==> config.mk <==
export PLATFORM = sky130hd
export DESIGN_NAME = bus_mux_arbiter_flat
export DESIGN_NICKNAME = d
export VERILOG_FILES = /design/src/rtl/bus_mux_pkg.sv /design/src/rtl/bus_mux_arbiter_if.sv /design/src/rtl/bus_mux_arbiter_rr_arbiter.sv /design/src/rtl/bus_mux_arbiter.sv /design/src/flat_wrapper.sv
export SDC_FILE = /design/constraint.sdc
export NUM_CORES = 1
export LEC_CHECK = 0
export CAP_MARGIN = 20
export CORE_AREA = 10 10 47 49
export CTS_BUF_LIST = sky130_fd_sc_hd__clkbuf_16
export DETAILED_ROUTE_END_ITERATION = 12
export DIE_AREA = 0 0 57 59
export GPL_TIMING_DRIVEN = 1
export PLACE_DENSITY = 0.64
export SKIP_LAST_GASP = 1
export SLEW_MARGIN = 10
export SYNTH_ARGS = -nofsm -noshare
export SYNTH_HDL_FRONTEND = slang
export SYNTH_SLANG_ARGS = --single-unit
==> constraint.sdc <==
create_clock -name clk -period 3.04 [get_ports clk]
set_clock_uncertainty 0.2 [all_clocks]
set_input_delay 0.456 -clock clk [delete_from_list [all_inputs] [get_ports clk]]
set_output_delay 0.456 -clock clk [all_outputs]
set_load 0.02 [all_outputs]
==> src/rtl/bus_mux_pkg.sv <==
// rtl/bus_mux_pkg.sv - shared bus helpers: clog2, grant-index width, default bus sizes
`ifndef BUS_MUX_PKG_SV
`define BUS_MUX_PKG_SV

package bus_mux_pkg;

    localparam int BUS_MUX_DEFAULT_WIDTH    = 4;
    localparam int BUS_MUX_DEFAULT_CHANNELS = 2;
    localparam int BUS_MUX_MAX_CHANNELS     = 16;

    // Ceiling log2; bounded loop so it stays a legal constant function.
    function automatic int clog2(input int value);
        int result;
        result = 0;
        for (int i = 0; i < 31; i++) begin
            if ((1 << i) < value) begin
                result = i + 1;
            end
        end
        return result;
    endfunction

    // Width of a channel index; a single bit is kept even for one channel.
    function automatic int sel_width(input int channels);
        return (clog2(channels) < 1) ? 1 : clog2(channels);
    endfunction

endpackage

`define BUS_MUX_SEL_W(ch) bus_mux_pkg::sel_width(ch)

`endif

==> src/rtl/bus_mux_arbiter_if.sv <==
// rtl/bus_mux_arbiter_if.sv - handshake bundle between channel sources, mux and internal bus
interface bus_mux_arbiter_if
    import bus_mux_pkg::*;
#(
    parameter int WIDTH    = BUS_MUX_DEFAULT_WIDTH,
    parameter int CHANNELS = BUS_MUX_DEFAULT_CHANNELS
);
    localparam int SEL_W = `BUS_MUX_SEL_W(CHANNELS);

    logic                       enable_n;
    logic [CHANNELS-1:0]        in_valid;
    logic [CHANNELS*WIDTH-1:0]  in_data;
    logic [CHANNELS-1:0]        in_ready;
    logic                       out_valid;
    logic [WIDTH-1:0]           out_data;
    logic                       out_ready;
    logic [SEL_W-1:0]           grant_idx;

    modport master (
        output enable_n, in_valid, in_data, out_ready,
        input  in_ready, out_valid, out_data, grant_idx
    );

    modport slave (
        input  enable_n, in_valid, in_data, out_ready,
        output in_ready, out_valid, out_data, grant_idx
    );

endinterface

==> src/rtl/bus_mux_arbiter_rr_arbiter.sv <==
// rtl/bus_mux_arbiter_rr_arbiter.sv - rotating-priority encoder, lock inputs with BUS_MUX_LOCK_EN
module rr_arbiter
    import bus_mux_pkg::*;
#(
    parameter  int CHANNELS = BUS_MUX_DEFAULT_CHANNELS,
    localparam int SEL_W    = `BUS_MUX_SEL_W(CHANNELS)
) (
    input  logic [CHANNELS-1:0] req,
    input  logic [SEL_W-1:0]    ptr,
`ifdef BUS_MUX_LOCK_EN
    input  logic                lock,
    input  logic [SEL_W-1:0]    lock_idx,
`endif
    output logic [CHANNELS-1:0] gnt,
    output logic [SEL_W-1:0]    gnt_idx,
    output logic                any
);

    logic             lock_on;
    logic [SEL_W-1:0] lock_sel;

`ifdef BUS_MUX_LOCK_EN
    assign lock_on  = lock;
    assign lock_sel = lock_idx;
`else
    assign lock_on  = 1'b0;
    assign lock_sel = '0;
`endif

    int idx;

    // Search ptr, ptr+1, ... wrapping at CHANNELS; lock pins the search to one channel.
    always_comb begin
        gnt     = '0;
        gnt_idx = '0;
        any     = 1'b0;
        idx     = 0;
        if (lock_on) begin
            gnt_idx = lock_sel;
            any     = (int'(lock_sel) < CHANNELS) && req[lock_sel];
        end else begin
            for (int k = 0; k < CHANNELS; k++) begin
                idx = int'(ptr) + k;
                if (idx >= CHANNELS) begin
                    idx = idx - CHANNELS;
                end
                if (!any && req[idx]) begin
                    any     = 1'b1;
                    gnt_idx = idx[SEL_W-1:0];
                end
            end
        end
        if (any) begin
            gnt[gnt_idx] = 1'b1;
        end
    end

endmodule

==> src/rtl/bus_mux_arbiter.sv <==
// rtl/bus_mux_arbiter.sv - round-robin registered bus mux with active-low enable; lock via BUS_MUX_LOCK_EN
module bus_mux_arbiter
    import bus_mux_pkg::*;
#(
    parameter  int WIDTH    = BUS_MUX_DEFAULT_WIDTH,
    parameter  int CHANNELS = BUS_MUX_DEFAULT_CHANNELS,
    localparam int SEL_W    = `BUS_MUX_SEL_W(CHANNELS)
) (
    input  logic              clk,
    input  logic              rst,
`ifdef BUS_MUX_LOCK_EN
    input  logic              lock,
`endif
    bus_mux_arbiter_if.slave  bus
);

    logic                held_valid;
    logic [WIDTH-1:0]    data_q;
    logic [SEL_W-1:0]    gidx_q;
    logic [SEL_W-1:0]    ptr_q;

    logic [CHANNELS-1:0] gnt;
    logic [SEL_W-1:0]    gnt_idx;
    logic                any;
    logic                space;
    logic                gate;
    logic                accept;
    logic                lock_on;
    logic [WIDTH-1:0]    sel_data;
    logic [SEL_W-1:0]    ptr_next;

`ifdef BUS_MUX_LOCK_EN
    assign lock_on = lock;
`else
    assign lock_on = 1'b0;
`endif

    rr_arbiter #(
        .CHANNELS (CHANNELS)
    ) u_rr (
        .req      (bus.in_valid),
        .ptr      (ptr_q),
`ifdef BUS_MUX_LOCK_EN
        .lock     (lock),
        .lock_idx (gidx_q),
`endif
        .gnt      (gnt),
        .gnt_idx  (gnt_idx),
        .any      (any)
    );

    // Acceptance gate: room in the output register, enabled, not in reset.
    always_comb begin
        space    = !held_valid || bus.out_ready;
        gate     = space && !bus.enable_n && !rst;
        accept   = any && gate;
        sel_data = bus.in_data[int'(gnt_idx)*WIDTH +: WIDTH];
        ptr_next = (gnt_idx == SEL_W'(CHANNELS - 1)) ? '0 : gnt_idx + 1'b1;
    end

    assign bus.in_ready  = gate ? gnt : '0;
    assign bus.out_valid = held_valid && !bus.enable_n;
    assign bus.out_data  = (held_valid && !bus.enable_n) ? data_q : '0;
    assign bus.grant_idx = gidx_q;

    // Output register and round-robin pointer; everything frozen while disabled.
    always_ff @(posedge clk) begin
        if (rst) begin
            held_valid <= 1'b0;
            data_q     <= '0;
            gidx_q     <= '0;
            ptr_q      <= '0;
        end else if (!bus.enable_n) begin
            if (accept) begin
                held_valid <= 1'b1;
                data_q     <= sel_data;
                gidx_q     <= gnt_idx;
                if (!lock_on) begin
                    ptr_q <= ptr_next;
                end
            end else if (bus.out_ready) begin
                held_valid <= 1'b0;
            end
        end
    end

    // At most one channel is ever accepted, and the pointer never leaves the channel range.
    a_ready_onehot : assert property (@(posedge clk) $onehot0(bus.in_ready));
    a_ptr_range    : assert property (@(posedge clk) disable iff (rst) int'(ptr_q) < CHANNELS);

endmodule

==> src/flat_wrapper.sv <==
// flat-port wrapper written by rule: the top's interface ports become plain ports
module bus_mux_arbiter_flat import bus_mux_pkg::*;
#(
    parameter  int WIDTH    = BUS_MUX_DEFAULT_WIDTH,
    parameter  int CHANNELS = BUS_MUX_DEFAULT_CHANNELS,
    localparam int SEL_W    = `BUS_MUX_SEL_W(CHANNELS)
)
  (clk, rst, bus_enable_n, bus_in_valid, bus_in_data, bus_out_ready, bus_in_ready, bus_out_valid, bus_out_data, bus_grant_idx);
  bus_mux_arbiter_if #(.WIDTH(WIDTH), .CHANNELS(CHANNELS)) bus_i ();
  input  logic clk;
  input  logic rst;
  input wire logic [$bits(bus_i.enable_n)-1:0] bus_enable_n;
  input wire logic [$bits(bus_i.in_valid)-1:0] bus_in_valid;
  input wire logic [$bits(bus_i.in_data)-1:0] bus_in_data;
  input wire logic [$bits(bus_i.out_ready)-1:0] bus_out_ready;
  output wire logic [$bits(bus_i.in_ready)-1:0] bus_in_ready;
  output wire logic [$bits(bus_i.out_valid)-1:0] bus_out_valid;
  output wire logic [$bits(bus_i.out_data)-1:0] bus_out_data;
  output wire logic [$bits(bus_i.grant_idx)-1:0] bus_grant_idx;
  assign bus_i.enable_n = bus_enable_n;
  assign bus_i.in_valid = bus_in_valid;
  assign bus_i.in_data = bus_in_data;
  assign bus_i.out_ready = bus_out_ready;
  assign bus_in_ready = bus_i.in_ready;
  assign bus_out_valid = bus_i.out_valid;
  assign bus_out_data = bus_i.out_data;
  assign bus_grant_idx = bus_i.grant_idx;
  bus_mux_arbiter #(.WIDTH(WIDTH), .CHANNELS(CHANNELS)) u_core (.clk(clk), .rst(rst), .bus(bus_i));
endmodule
==> out/qor.txt <==
DR DRC count - 0
FF+latch area - 140 sq um
Synth warnings - 0
largest net degree at the start of global routing - 8
WS Path Type - primary input to primary output
Clock transition at path regs - 40 ps
Yosys cell types - 16
TritonCTS clock tree - done
maxcap violations - 0
DR WL/cell - 13.0 microns
Top Ports - 22
Leak - 0.287 nW
Port Buffers - 21
post-CTS sizing - 0
xor/xnor share of the synthesized area - 0%
initial antenna violation count - 0
Post-CTS Setup Repair Bufs - 0
Starting Density - 27.5%
min Tclk post-route - 2880 ps
Worst setup EP type - primary output
post-route ant nets - 0
mapped cell area - 385 sq um
final setup TNS - 0 ps
area leader, netlist - dfxtp_1
multi-input logic area - 215 sq um
total core area - 0.00140 sq mm
CP arrival - 2230 ps
Non-Filler Instances - 82
die height - 59 microns
#FFs+latches synth - 7
clock sink total - 7
total gr overflow - 0
clk buf depth - 2
CTS H-tree depth - 1
Seq/Total Area, Yosys - 36.4%
Routed WL - 1060 microns
worst path required time - 2380 ps
crit-path max FO - 7
worst skew pair latency - 230 ps
Placer Congestion - 0.673
die width - 57 microns
Syn Area/Cell - 9.88 sq um
Clock power frac - 57.7%
status - completed
final hold vios - 0
Via density - 4.49
FP Rows - 14
PD cells - 538 mW/mm^2
most common cell after layout, fill and taps aside - clkdlybuf4s50_1
Gate Count Post-Synth - 39
detailed placement HPWL - 906 microns
1st-pass router iterations - 2
Syn Nets - 53
area share of fa/ha/maj cells after synthesis - 0%
P_sw - 0.0743 mW
n_diodes - 0
nets@finish - 81
Final period util - 94.8%
largest family of logic cells by synthesized area - compound AO/OA/AOI/OAI gates
Total Routing Usage GR - 6.51%
worst hold slack - 306 ps
Final setup viols - 0
Worst Max-Slew Pin Slew - 286 ps
Post-Synth Simple-Gate Area - 19.8%
fmax - 0.347 GHz
first-pass GRT wire length - 1730 microns
CTS Hold Bufs - 0
Int Pwr - 0.303 mW
vias in the first global route - 398
RSZ-0062 raised after global routing - no
final core occ - 50.1%
Seq pwr share - 26.8%
Area Overhead vs Synth - 82.1%
Comb pwr share - 15.5%
Synth area leaders - dfxtp_1 (36%), a211oi_2 (16%), mux2i_1 (10%)
CP Launch Type - primary input
Via Count - 368
Filler Cell Count - 134
die area - 0.00336 sq mm
Num CTS Buffers - 3
area fraction of the dominant cell type after synthesis - 36.4%
detailed router's first-iteration violation count - 2
most frequent cells in the layout - clkdlybuf4s50_1 (21), dfxtp_1 (7), a211oi_2 (5), and2_1 (5), nor2_1 (5)
relative slew slack - 80.9%
final slew viol count - 0
share of post-route cells with drive strength above 1 - 24.2%
HP Class - register to register
Synth Area in Compound Gates - 25.6%
placed insts - 78
multiplexer share of the synthesized area - 10.4%
Worst VDD drop - 0.352 mV
CTS root buffer - clkbuf_16
switching part of the total power - 19.7%
## per-layer routing
metal,vias to the layer above,GRT usage (%),routed length (microns)
li1,192,-,-
met1,164,6.24,402
met2,10,9.61,521
met3,2,3.86,130
met4,0,6.04,8
met5,-,0,0
## worst max-delay path, stage by stage
cell,delay (ps)
clkdlybuf4s50_1,430
o21bai_1,190
a211oi_2,210
buf_4,210
and2_1,130
clkdlybuf4s50_1,600
## final timing paths
kind | start | endpoint | slack (ps) | depth (start not counted)
worst max-delay path | bus_enable_n | bus_in_ready[0] | 160 | 6
worst min-delay path | u_core.held_valid | u_core.held_valid | 310 | 2
worst max register to register | u_core.ptr_q | u_core.data_q[3] | 1680 | 4
worst min register to register | u_core.held_valid | u_core.held_valid | 310 | 2
## stage by stage
stage,setup slack (ps),total power [mW],cell area (sq um)
6_report,159,0.378,702
2_1_floorplan,1150,0.132,385
4_1_cts,143,0.383,702
5_1_grt,62.9,0.393,702
3_5_place_dp,160,0.162,623
3_3_place_gp,174,0.161,623
## synth_stat cells, drive strengths merged
cell / n
inv: 2
a21oi: 1
dfxtp: 7
nor3: 1
o21ba: 1
nor2b: 3
and2: 5
buf: 2
a211oi: 5
o21ai: 2
mux2i: 4
nor2: 5
o21bai: 1
## state kept, by name (all words and copies together) (netlist names)
register              flops
u_core.data_q             4
u_core.bus.grant_idx      1
u_core.ptr_q              1
u_core.held_valid         1
## final cells by class
type	instances	share of cell area, %
Sequential cell	7	20.0
Multi-Input combinational cell	28	30.7
Clock buffer	3	10.7
Inverter	2	1.07
Tap cell	16	2.85
Clock inverter	1	0.535
Timing Repair Buffer	25	34.2
## kinds of logic after synthesis
| kind of cell | count (synthesis) |
|---|---|
| simple gates | 14 |
| compound gates | 10 |
| flops | 7 |
| mux | 4 |
| buf+inv | 4 |
## power by group through the flow
stage	logic (mW)	registers [mW]	clock network, mW
CTS	0.0595	0.101	0.222
global route	0.0629	0.102	0.228
finish	0.0586	0.101	0.218
detailed placement	0.0592	0.103	0
floorplan	0.0300	0.102	0
global placement	0.0586	0.102	0
(Power assumes the default switching activity.)
==> variant 1, RTL diff (same settings) <==
Change the package constant `BUS_MUX_DEFAULT_WIDTH` from 4 to 3.
--- a/src/rtl/bus_mux_pkg.sv
+++ b/src/rtl/bus_mux_pkg.sv
@@ -5,5 +5,5 @@
 package bus_mux_pkg;
 
-    localparam int BUS_MUX_DEFAULT_WIDTH    = 4;
+    localparam int BUS_MUX_DEFAULT_WIDTH    = 3;
     localparam int BUS_MUX_DEFAULT_CHANNELS = 2;
     localparam int BUS_MUX_MAX_CHANNELS     = 16;
Interface: changed (resized bus_in_data and bus_out_data); port bits go from 22 to 19. No check against the original RTL was run, so the function may have changed too.
==> variant 1 against the original RTL <==
  * Count of clock-buffer cells in the layout unchanged
  * Final area fell by 11%
  * Sequential cell count down 1
  * Wire length is 11% lower
  * Critical path depth fell by 1
  * Setup slack gained 160 ps
  * Power fell by 7.2%
  * Synthesized area shrank 10%
  * Largest cell class is now multi-input combinational cells
  * Largest power group unchanged
  * Highest routed layer unchanged
==> variant 1: results (changes against the original RTL) <==
VDD IR max 0.0003106 V (was 0.0003524 V); Initial DRC Count 1 (was 2); GPL Wtd Cong 0.6977 (was 0.6727); number of fill cells 154 (was 134); worst-margin pin slew 274.2 ps (was 285.6 ps); register area share after synthesis 34.66% (was 36.36%); HP Class reg2reg (unchanged); LEAKAGE 0.2403 nW (was 0.2870 nW); YS warnings 0 (unchanged); root buffer cell clkbuf_16 (unchanged); vias in the first global route 348 (was 398); Crit path arrival time 2070 ps (was 2230 ps); total iterations of the first detailed-routing run 3 (was 2); share of layout cells above drive strength 1 11.67% (was 24.24%); drt via density 4.658 (was 4.488); Crit Path Max Fanout 7 (unchanged); largest net degree at the start of global routing 9 (was 8); outcome finished clean (unchanged); wire length per cell 12.37 um (was 12.95 um); dpl hpwl 767.6 um (was 906.2 um); PortBufs 18 (was 21); clock transition at the registers of the reported paths 30 ps; largest cells by area after synthesis dfxtp_1, o32ai_1, and2_1, a2bb2oi_1, a32oi_1 (was dfxtp_1, a211oi_2, mux2i_1, and2_1, buf_6); nets@finish 74 (was 81); global-route usage over all layers 5.500% (was 6.508%); Commonest cells post-synth dfxtp_1, nor2_1, and2_1, inv_1, o32ai_1 (was dfxtp_1, a211oi_2, and2_1, nor2_1, mux2i_1)
-- variant 1: changes by cell type after synthesis, moves of 2 or more --
| cell | before | now |
|---|---|---|
| a211oi_2 | 5 | 0 |
| a2bb2oi_1 | 0 | 2 |
| a32oi_1 | 0 | 2 |
| and2_1 | 5 | 3 |
| buf_6 | 2 | 0 |
| inv_1 | 1 | 3 |
| mux2i_1 | 4 | 0 |
| nand2_1 | 0 | 2 |
| nand2b_1 | 0 | 2 |
| o32ai_1 | 0 | 3 |
-- variant 1: final timing paths --
| path | from | to | depth (start not counted) | slack [ps] |
|---|---|---|---|---|
| hold / removal | u_core.data_q[1] | u_core.data_q[1] | 2 | 270 |
| hold reg to reg | u_core.data_q[1] | u_core.data_q[1] | 2 | 270 |
| setup / recovery | rst | bus_in_ready[1] | 5 | 310 |
| setup reg to reg | u_core.ptr_q | u_core.data_q[1] | 3 | 1840 |
-- variant 1: critical path, cell delays in order --
cell,delay [ps]
clkdlybuf4s50_1,520
nor2_2,190
nand2_1,160
nor2_1,130
clkdlybuf4s50_1,610
-- variant 1: final cells by class --
type	count	area share [%]
Multi-Input combinational cell	30	34.61
Sequential cell	6	19.32
Inverter	3	1.811
Tap cell	16	3.219
Clock buffer	3	12.07
Timing Repair Buffer	18	28.97
-- variant 1: cell families after synthesis --
group / synth area share [%]
buf+inv: 3.249
compound gates: 29.97
flops: 34.66
simple gates: 32.13
-- variant 1: per-layer routing --
metal	share of wire [%]	track usage (%)	up-vias
met5	0	0	-
met4	4.4	6.040	0
met3	9.5	2.361	2
met2	38	6.977	15
met1	48	6.332	151
li1	-	-	186
-- variant 1: report_power, final --
part	internal, mW	switching (mW)	leakage [nW]	total, mW
clock	0.168	0.0403	0.0370	0.209
combinational	0.0311	0.0211	0.154	0.0522
sequential	0.0853	0.00400	0.0495	0.0893
total	0.285	0.0654	0.240	0.350
-- variant 1: per-stage QoR --
stage          setup slack, ps  std cells  hold slack, ps  utilization [%]  area (um2)
6_report                 314.3         76           267.6            44.38       621.8
5_1_grt                  169.5         76           287.2            44.38       621.8
3_3_place_gp             350.4         73           282.0            39.02       546.8
3_5_place_dp             300.8         73           263.3            39.02       546.8
2_1_floorplan             1254         39           248.4                -       346.6
4_1_cts                  307.7         76           268.8            44.38       621.8
==> variant 2, RTL diff (config.mk and constraints unchanged) <==
Without the edit above. Reset style: asynchronous (`rst`), changed in one clocked block.
--- a/src/rtl/bus_mux_arbiter.sv
+++ b/src/rtl/bus_mux_arbiter.sv
@@ -65,5 +65,5 @@
 
     // Output register and round-robin pointer; everything frozen while disabled.
-    always_ff @(posedge clk) begin
+    always_ff @(posedge clk or posedge rst) begin
         if (rst) begin
             held_valid <= 1'b0;
Formal check against the unedited RTL: differs if rst is asserted again (counterexample within 4 cycles, from zero or initial values and one cycle with rst high); with rst held inactive, the same outputs for 10 cycles.
==> variant 2 against the original RTL <==
  * Non-clock buffer count decreased by 1
  * Setup slack got worse by 1.8 ps
  * Count of clock-buffer cells in the layout unchanged
  * Final area increased by 5.2%
  * Wire length increased by 23%
  * Via count increased by 14%
  * Synthesized area increased by 5.5%
  * Sequential cell count unchanged
Power is not compared: it rests on default switching activity, and its combinational part moved more than twofold at a synthesized area within 25%.
==> variant 2: results (changes against the original RTL) <==
outcome finished clean (unchanged); reg-to-reg endpoint u_core.data_q[2] (was u_core.data_q[3]); Slew Limit Headroom 67.75% (was 80.92%); global-route usage over all layers 8.369% (was 6.508%); FFs w/ async S/R, synth 100.0% (was 0%); first-pass GRT wire length 2.187 mm (was 1.725 mm); register area share after synthesis 43.08% (was 36.36%); Vias 420 (was 368); FF-to-FF path depth 3 (was 4); Unique masters post-synth 17 (was 16); Worst path max stage delay 640 ps (was 600 ps); met3 wire len 122 um (was 130 um); Crit Path Max Fanout 5 (was 7); met2 WL 624 um (was 521 um); largest cells by area after synthesis dfrtp_1, a2bb2oi_1, o32ai_1, and2_1, inv_1 (was dfxtp_1, a211oi_2, mux2i_1, and2_1, buf_6); wire length per cell 15.76 um (was 12.95 um); Commonest cells post-synth dfrtp_1, a2bb2oi_1, and2_1, inv_1, o32ai_1 (was dfxtp_1, a211oi_2, and2_1, nor2_1, mux2i_1); total iterations of the first detailed-routing run 3 (was 2); M1 WL 529 um (was 402 um); Most used DFF post-synth dfrtp_1 (was dfxtp_1); dpl hpwl 989.1 um (was 906.2 um); GPL Wtd Cong 0.8199 (was 0.6727); number of fill cells 129 (was 134); reg2reg start u_core.held_valid (was u_core.ptr_q); vias in the first global route 491 (was 398); nets@finish 82 (was 81); worst reg2reg setup slack 1630 ps (was 1680 ps)
## variant 2: changes by cell type in the layout (fill, tap and decap cells not counted), moves of 2 or more
cell,before,now
nor2_1,5,2
mux2i_1,4,0
dfrtp_1,0,7
inv_1,2,5
o31ai_1,0,2
dfxtp_1,7,0
a2bb2oi_1,0,4
o32ai_1,0,4
a211oi_2,5,0
## variant 2: layout make-up
type | count | area [um2] | area share (%)
clock buffers | 3 | 75.07 | 10.17
clock inverters | 1 | 3.754 | 0.5085
inverters | 4 | 15.01 | 2.034
multi-input cells | 28 | 216.5 | 29.32
flip-flops and latches | 7 | 175.2 | 23.73
well taps | 16 | 20.02 | 2.712
repair buffers | 24 | 232.7 | 31.53
## variant 2: kinds of logic after synthesis
| family | after synthesis | share of synthesized area, % |
|---|---|---|
| AND/OR/NAND/NOR | 14 | 24.31 |
| AO/OA/AOI/OAI | 14 | 28.92 |
| flip-flops | 7 | 43.08 |
| buffers and inverters | 4 | 3.691 |
## variant 2: power by group through the flow
stage / clock, mW / sequential, mW / combinational, mW
after detailed placement: 0 / 0.131 / 0.126
after global placement: 0 / 0.130 / 0.126
after floorplan: 0 / 0.131 / 0.0631
after CTS: 0.226 / 0.130 / 0.128
after global routing: 0.231 / 0.133 / 0.138
final: 0.224 / 0.130 / 0.126
## variant 2: metrics by stage
stage | hold WS, ps | instance area, um2 | cells | setup WS [ps]
after detailed placement | 290.0 | 659.4 | 79 | 157.1
after global placement | 300.6 | 659.4 | 79 | 177.3
after CTS | 305.0 | 738.2 | 83 | 140.1
final | 294.1 | 738.2 | 83 | 156.8
after floorplan | 59.40 | 406.6 | 39 | 1038
after global routing | 341.4 | 738.2 | 83 | 91.07
## variant 2: critical path, delay by kind of cell
| kind | cells | cell delay [ps] |
|---|---|---|
| buf+inv | 2 | 1160 |
| simple gates | 3 | 610 |
## variant 2: worst min path at each step
stage	to	from	slack, ps	cells after the start
floorplan	u_core.bus.grant_idx	rst	60	1
global placement	u_core.bus.grant_idx	u_core.bus.grant_idx	300	1
detailed placement	u_core.bus.grant_idx	u_core.bus.grant_idx	290	1
CTS	u_core.bus.grant_idx	u_core.bus.grant_idx	310	1
global route	u_core.ptr_q	u_core.ptr_q	340	1
finish	u_core.bus.grant_idx	u_core.bus.grant_idx	290	1
## variant 2: layer usage
metal / vias to the layer above / GRT usage [%]
met4: 0 / 6.040
met1: 196 / 8.034
li1: 208 / -
met2: 11 / 13.33
met5: - / 0
met3: 5 / 4.721
